--- src/rtl/mips_multicycle_ctrl.sv ---
// Main control FSM for the multicycle MIPS datapath (fetch/decode/execute/memory/writeback).
// Optional macro MIPS_CTRL_MEM_READY_EN: FETCH, MEMRD and MEMWR wait for mem_ready.
module mips_multicycle_ctrl #(
  parameter int OP_W = 6
) (
  input  logic            clk,
  input  logic            rst,
  input  logic [OP_W-1:0] opcode,
  input  logic            mem_ready,
  output logic            pc_write,
  output logic            pc_write_cond,
  output logic            pc_write_cond_ne,
  output logic            i_or_d,
  output logic            mem_read,
  output logic            mem_write,
  output logic            ir_write,
  output logic            mem_to_reg,
  output logic            reg_dst,
  output logic            reg_write,
  output logic            alu_src_a,
  output logic [1:0]      alu_src_b,
  output logic [1:0]      pc_source,
  output logic [OP_W-1:0] alu_op,
  output logic            instr_done,
  output logic            illegal_op
);

  localparam logic [OP_W-1:0] OP_RTYPE = 6'b000000;
  localparam logic [OP_W-1:0] OP_J     = 6'b000010;
  localparam logic [OP_W-1:0] OP_BEQ   = 6'b000100;
  localparam logic [OP_W-1:0] OP_BNE   = 6'b000101;
  localparam logic [OP_W-1:0] OP_ADDI  = 6'b001000;
  localparam logic [OP_W-1:0] OP_ADDIU = 6'b001001;
  localparam logic [OP_W-1:0] OP_SLTI  = 6'b001010;
  localparam logic [OP_W-1:0] OP_SLTIU = 6'b001011;
  localparam logic [OP_W-1:0] OP_ANDI  = 6'b001100;
  localparam logic [OP_W-1:0] OP_ORI   = 6'b001101;
  localparam logic [OP_W-1:0] OP_LW    = 6'b100011;
  localparam logic [OP_W-1:0] OP_SW    = 6'b101011;

  typedef enum logic [3:0] {
    S_RST, S_FETCH, S_DECODE, S_MEMADR, S_MEMRD, S_MEMWB, S_MEMWR,
    S_EXEC, S_ALUWB, S_BRANCH, S_IEXEC, S_IWB, S_JUMP, S_ILLEGAL
  } state_e;

  typedef struct packed {
    logic            pc_write;
    logic            pc_write_cond;
    logic            pc_write_cond_ne;
    logic            i_or_d;
    logic            mem_read;
    logic            mem_write;
    logic            ir_write;
    logic            mem_to_reg;
    logic            reg_dst;
    logic            reg_write;
    logic            alu_src_a;
    logic [1:0]      alu_src_b;
    logic [1:0]      pc_source;
    logic [OP_W-1:0] alu_op;
    logic            instr_done;
    logic            illegal_op;
  } ctrl_t;

  state_e          state_q, state_d;
  logic [OP_W-1:0] op_q, op_d;
  ctrl_t           ctrl_q;
  logic            stall;

`ifdef MIPS_CTRL_MEM_READY_EN
  assign stall = ~mem_ready;
`else
  logic unused_mem_ready;
  assign unused_mem_ready = mem_ready;
  assign stall            = 1'b0;
`endif

  function automatic ctrl_t decode_ctrl(input state_e s, input logic [OP_W-1:0] op);
    ctrl_t c;
    c = '0;
    case (s)
      S_FETCH:   begin c.mem_read = 1'b1; c.ir_write = 1'b1; c.pc_write = 1'b1;
                       c.alu_src_b = 2'b01; c.alu_op = OP_ADDI; end
      S_DECODE:  begin c.alu_src_b = 2'b11; c.alu_op = OP_ADDI; end
      S_MEMADR:  begin c.alu_src_a = 1'b1; c.alu_src_b = 2'b10; c.alu_op = OP_LW; end
      S_MEMRD:   begin c.mem_read = 1'b1; c.i_or_d = 1'b1; end
      S_MEMWB:   begin c.mem_to_reg = 1'b1; c.reg_write = 1'b1; c.instr_done = 1'b1; end
      S_MEMWR:   begin c.mem_write = 1'b1; c.i_or_d = 1'b1; c.instr_done = 1'b1; end
      S_EXEC:    begin c.alu_src_a = 1'b1; c.alu_op = OP_RTYPE; end
      S_ALUWB:   begin c.reg_dst = 1'b1; c.reg_write = 1'b1; c.instr_done = 1'b1; end
      S_BRANCH:  begin c.alu_src_a = 1'b1; c.alu_op = op; c.pc_source = 2'b01;
                       c.instr_done = 1'b1;
                       c.pc_write_cond    = (op == OP_BEQ);
                       c.pc_write_cond_ne = (op == OP_BNE); end
      S_IEXEC:   begin c.alu_src_a = 1'b1; c.alu_src_b = 2'b10; c.alu_op = op; end
      S_IWB:     begin c.reg_write = 1'b1; c.instr_done = 1'b1; end
      S_JUMP:    begin c.pc_write = 1'b1; c.pc_source = 2'b10; c.instr_done = 1'b1; end
      S_ILLEGAL: c.illegal_op = 1'b1;
      default:   c = '0;
    endcase
    return c;
  endfunction

  always_comb begin
    state_d = S_FETCH;
    op_d    = op_q;
    case (state_q)
      S_RST:    state_d = S_FETCH;
      S_FETCH:  state_d = stall ? S_FETCH : S_DECODE;
      S_DECODE: begin
        op_d = opcode;
        case (opcode)
          OP_LW, OP_SW:     state_d = S_MEMADR;
          OP_RTYPE:         state_d = S_EXEC;
          OP_BEQ, OP_BNE:   state_d = S_BRANCH;
          OP_ADDI, OP_ADDIU, OP_ANDI,
          OP_ORI, OP_SLTI, OP_SLTIU: state_d = S_IEXEC;
          OP_J:             state_d = S_JUMP;
          default:          state_d = S_ILLEGAL;
        endcase
      end
      S_MEMADR: state_d = (op_q == OP_LW) ? S_MEMRD : S_MEMWR;
      S_MEMRD:  state_d = stall ? S_MEMRD : S_MEMWB;
      S_MEMWR:  state_d = stall ? S_MEMWR : S_FETCH;
      S_EXEC:   state_d = S_ALUWB;
      S_IEXEC:  state_d = S_IWB;
      default:  state_d = S_FETCH;
    endcase
  end

  // NOTE: outputs are registered by decoding the *next* state, so they line up with
  // state_q in the same cycle without any combinational path from opcode.
  always_ff @(posedge clk or posedge rst) begin
    if (rst) begin
      state_q <= S_RST;
      op_q    <= '0;
      ctrl_q  <= '0;
    end else begin
      state_q <= state_d;
      op_q    <= op_d;
      ctrl_q  <= decode_ctrl(state_d, op_d);
    end
  end

  // While memory stalls, the IR/PC loads and MEMWR's completion wait for mem_ready.
  assign ir_write         = ctrl_q.ir_write & ~stall;
  assign pc_write         = ctrl_q.pc_write & ~(stall & (state_q == S_FETCH));
  assign instr_done       = ctrl_q.instr_done & ~(stall & (state_q == S_MEMWR));
  assign pc_write_cond    = ctrl_q.pc_write_cond;
  assign pc_write_cond_ne = ctrl_q.pc_write_cond_ne;
  assign i_or_d           = ctrl_q.i_or_d;
  assign mem_read         = ctrl_q.mem_read;
  assign mem_write        = ctrl_q.mem_write;
  assign mem_to_reg       = ctrl_q.mem_to_reg;
  assign reg_dst          = ctrl_q.reg_dst;
  assign reg_write        = ctrl_q.reg_write;
  assign alu_src_a        = ctrl_q.alu_src_a;
  assign alu_src_b        = ctrl_q.alu_src_b;
  assign pc_source        = ctrl_q.pc_source;
  assign alu_op           = ctrl_q.alu_op;
  assign illegal_op       = ctrl_q.illegal_op;

endmodule

--- config.mk ---
export PLATFORM = sky130hd
export DESIGN_NAME = mips_multicycle_ctrl
export DESIGN_NICKNAME = d
export VERILOG_FILES = /design/src/rtl/mips_multicycle_ctrl.sv
export SDC_FILE = /design/constraint.sdc
export NUM_CORES = 1
export LEC_CHECK = 0
export ABC_AREA = 1
export CAP_MARGIN = 20
export CORE_MARGIN = 5
export CORE_UTILIZATION = 45
export DETAILED_ROUTE_END_ITERATION = 6
export GPL_TIMING_DRIVEN = 1
export PLACE_DENSITY_LB_ADDON = 0.08
export SKIP_CTS_REPAIR_TIMING = 1
export SYNTH_ARGS = -nofsm -noshare
export SYNTH_HDL_FRONTEND = slang
export SYNTH_SLANG_ARGS = --single-unit
--- constraint.sdc ---
create_clock -name clk -period 1.9 [get_ports clk]
set_input_delay 0.285 -clock clk [delete_from_list [all_inputs] [get_ports clk]]
set_output_delay 0.285 -clock clk [all_outputs]
set_load 0.05 [all_outputs]
==> results.json <==
{
  "hold_path.class": "in -> async",
  "cp-start-kind": "flop",
  "h-tree-depth": 2,
  "drive_gt1_share_pct": 22.6,
  "vdd_drop_max_v": 0.00100,
  "placed_area_sq_mm": 0.00191,
  "power_leakage_nw": 0.973,
  "comb_power_share_pct": 60.4,
  "synth_top_cell_area_share_pct": 53.7,
  "rsz0062_at_grt": "no",
  "crit_type": "reg -> out",
  "seqPwrFrac_pct": 30.0,
  "switching_power_mw": 1.80,
  "dp.cells": 246,
  "critical_path_buf_inv_count": 1,
  "crit_required_ns": 1.62,
  "synth_area_leaders": "dfrtp_1 54%, nand3_1 5.9%, nand2_1 5.6%",
  "clock_path_buffers": 2,
  "path_cells": "clkdlybuf4s50_1",
  "instances_no_fill": 254,
  "clkLatencyLatePin_ns": 0.32,
  "yosysWarnings": 0,
  "synthArstFlopShare_pct": 100,
  "power.density_mw_per_mm2": 1840,
  "area_growth_pct": 27.7,
  "ys_types": 24,
  "yosysMostFrequentCell": "dfrtp_1",
  "vias": 1161,
  "antenna_found_initial": 0,
  "fp.dieH_um": 68.4,
  "worst_setup_path_end_kind": "primary output",
  "p_clk_share_pct": 9.6,
  "critPathTopFamily": "buffers and inverters",
  "insertedDiodeCount": 0,
  "cts.sinks": 33,
  "cts_buffers": 5,
  "status": "complete, no violations",
  "core_region_area_sq_mm": 0.00331,
  "tritoncts": "built",
  "maxSlewViolCount": 0,
  "yosys_register_bits": 33,
  "synthMuxAreaShare_pct": 0,
  "cts.clk_slew.worst_paths_ns": 0.09,
  "die_area_sq_mm": 0.00468,
  "via_per_inst": 4.57,
  "row_count": 21,
  "hold_viol": 0,
  "ant_nets": 0,
  "worst_pin_slew_ns": 0.513,
  "synthTopCellsByCount": "33 x dfrtp_1, 23 x nand2_1, 23 x nor2_1, 19 x inv_1, 18 x nand3_1",
  "max_cap_viol_count": 0,
  "cp_slowest_cell": "clkdlybuf4s50_1",
  "synth_edf_count": 0,
  "synth-adder-area-share_pct": 0,
  "grt_pass1_vias": 1156,
  "fin_crit_sh_pct": 92.3,
  "synth_ff_type": "dfrtp_1",
  "fmax_mhz": 570,
  "route.detailed.drc": 0,
  "synthSimpleGateAreaFrac_pct": 35.2,
  "dr.pass1.iters": 4,
  "synth_top_family_by_area": "simple AND/OR/NAND/NOR gates",
  "synthesis.nets": 176,
  "synth_xor_area_share_pct": 0,
  "grt_max_degree": 34,
  "initial_core_util_pct": 46.4,
  "rr_startpoint": "state_q[2]$_DFF_PP0_",
  "switching_share_pct": 50.0,
  "final_cell_area_sq_mm": 0.00196,
  "grt-ovfl-total": 0,
  "gp_congestion": 0.940,
  "wl_per_cell_um": 11.5,
  "syn-cell-area_sq_mm": 0.00154,
  "final.setup_skew_ns": 0.00794,
  "setup_viol": 0,
  "timing.rr.end": "instr_done$_DFF_PP0_",
  "hold_ws_ns": 0.348,
  "cp_slowest_stage_delay_ns": 0.80,
  "seq_area_frac_synth_pct": 53.7,
  "maxSlewHeadroom_pct": 65.7,
  "wl_um": 2920,
  "grt_pass1_wl_um": 4960,
  "fin_crit_ns": 1.75,
  "io_buffers": 30,
  "cts-root-buf": "clkbuf_4",
  "final_nets": 216,
  "grt_usage_pct": 14.8,
  "dp_hpwl_um": 2370,
  "crit_arrival_ns": 1.47,
  "internal_power_mw": 1.80,
  "avgSynthCellArea_sq_um": 9.20,
  "total_power_mw": 3.61,
  "finalSetupTns_ns": 0,
  "crit_path_max_fanout": 1,
  "synth_compound_area_share_pct": 3.66,
  "die_w_um": 68.4,
  "yosys.area.top_type": "dfrtp_1",
  "reg2reg_depth": 9,
  "drt-initial-drc-count": 33,
  "num_io_pins": 32,
  "syn_inst": 167,
  "r2r_slack_ns": 0.29
}
[power groups by stage]
stage                     sequential (mW)  combinational, mW  clock, mW
after floorplan                      1.64               1.10          0
after global placement               1.09               2.17          0
after detailed placement             1.10               2.19          0
after CTS                            1.09               2.21      0.360
after global routing                 1.12               2.37      0.403
final                                1.08               2.18      0.345
[area by class of cell]
type,instances,area (sq um)
Sequential cell,33,826
Clock buffer,8,48.8
Fill cell,306,1350
Multi-Input combinational cell,107,601
Timing Repair Buffer,34,330
Inverter,26,98.8
Tap cell,46,57.6
[worst min-delay path, delay by kind of cell]
family                 cells  cell delay, ns
buffers and inverters      3            0.81
[layout by cell type, fill, tap and decap left out, types with 2 or more instances in the layout]
master and count:
nor2_2 9, nand2_2 8, nor2_4 5, dfrtp_1 33, o21ai_0 5, nand3_1 18, inv_2 5, nand2_4 3
or2_2 2, o21ai_1 3, clkbuf_4 5, nor2_1 23, clkdlybuf4s50_1 30, clkbuf_1 3, inv_1 19, nand2_1 23
buf_4 4
[per-layer routing]
metal / track usage [%] / wire length (um)
met3: 4.43 / 175
met2: 24.4 / 1440
met1: 17.1 / 1260
met5: 0 / 0
met4: 7.44 / 41
[metrics by stage]
stage	utilization [%]	setup slack [ns]
after floorplan	-	0.506
after global placement	57.8	0.0504
after detailed placement	57.8	0.0100
after CTS	59.3	0.130
after global routing	59.3	0.0719
final	59.3	0.146
[cells by family (layout without fill, tap and decap cells)]
kind of cell           after synthesis  count (layout)
flip-flops                          33              33
buffers and inverters               27              68
AO/OA/AOI/OAI                        9               9
other                                1               1
AND/OR/NAND/NOR                     97              97
[how the worst max path moves through the flow]
stage	startpoint	endpoint	depth (start not counted)
after CTS	alu_op[4]$_DFF_PP0_	alu_op[4]	1
after detailed placement	opcode[2]	pc_write_cond_ne$_DFF_PP0_	10
after floorplan	state_q[1]$_DFF_PP0_	pc_write_cond$_DFF_PP0_	9
final	alu_op[0]$_DFF_PP0_	alu_op[0]	1
after global placement	opcode[5]	alu_src_a$_DFF_PP0_	9
after global routing	alu_op[0]$_DFF_PP0_	alu_op[0]	1
Power figures use the tool's default switching activity.
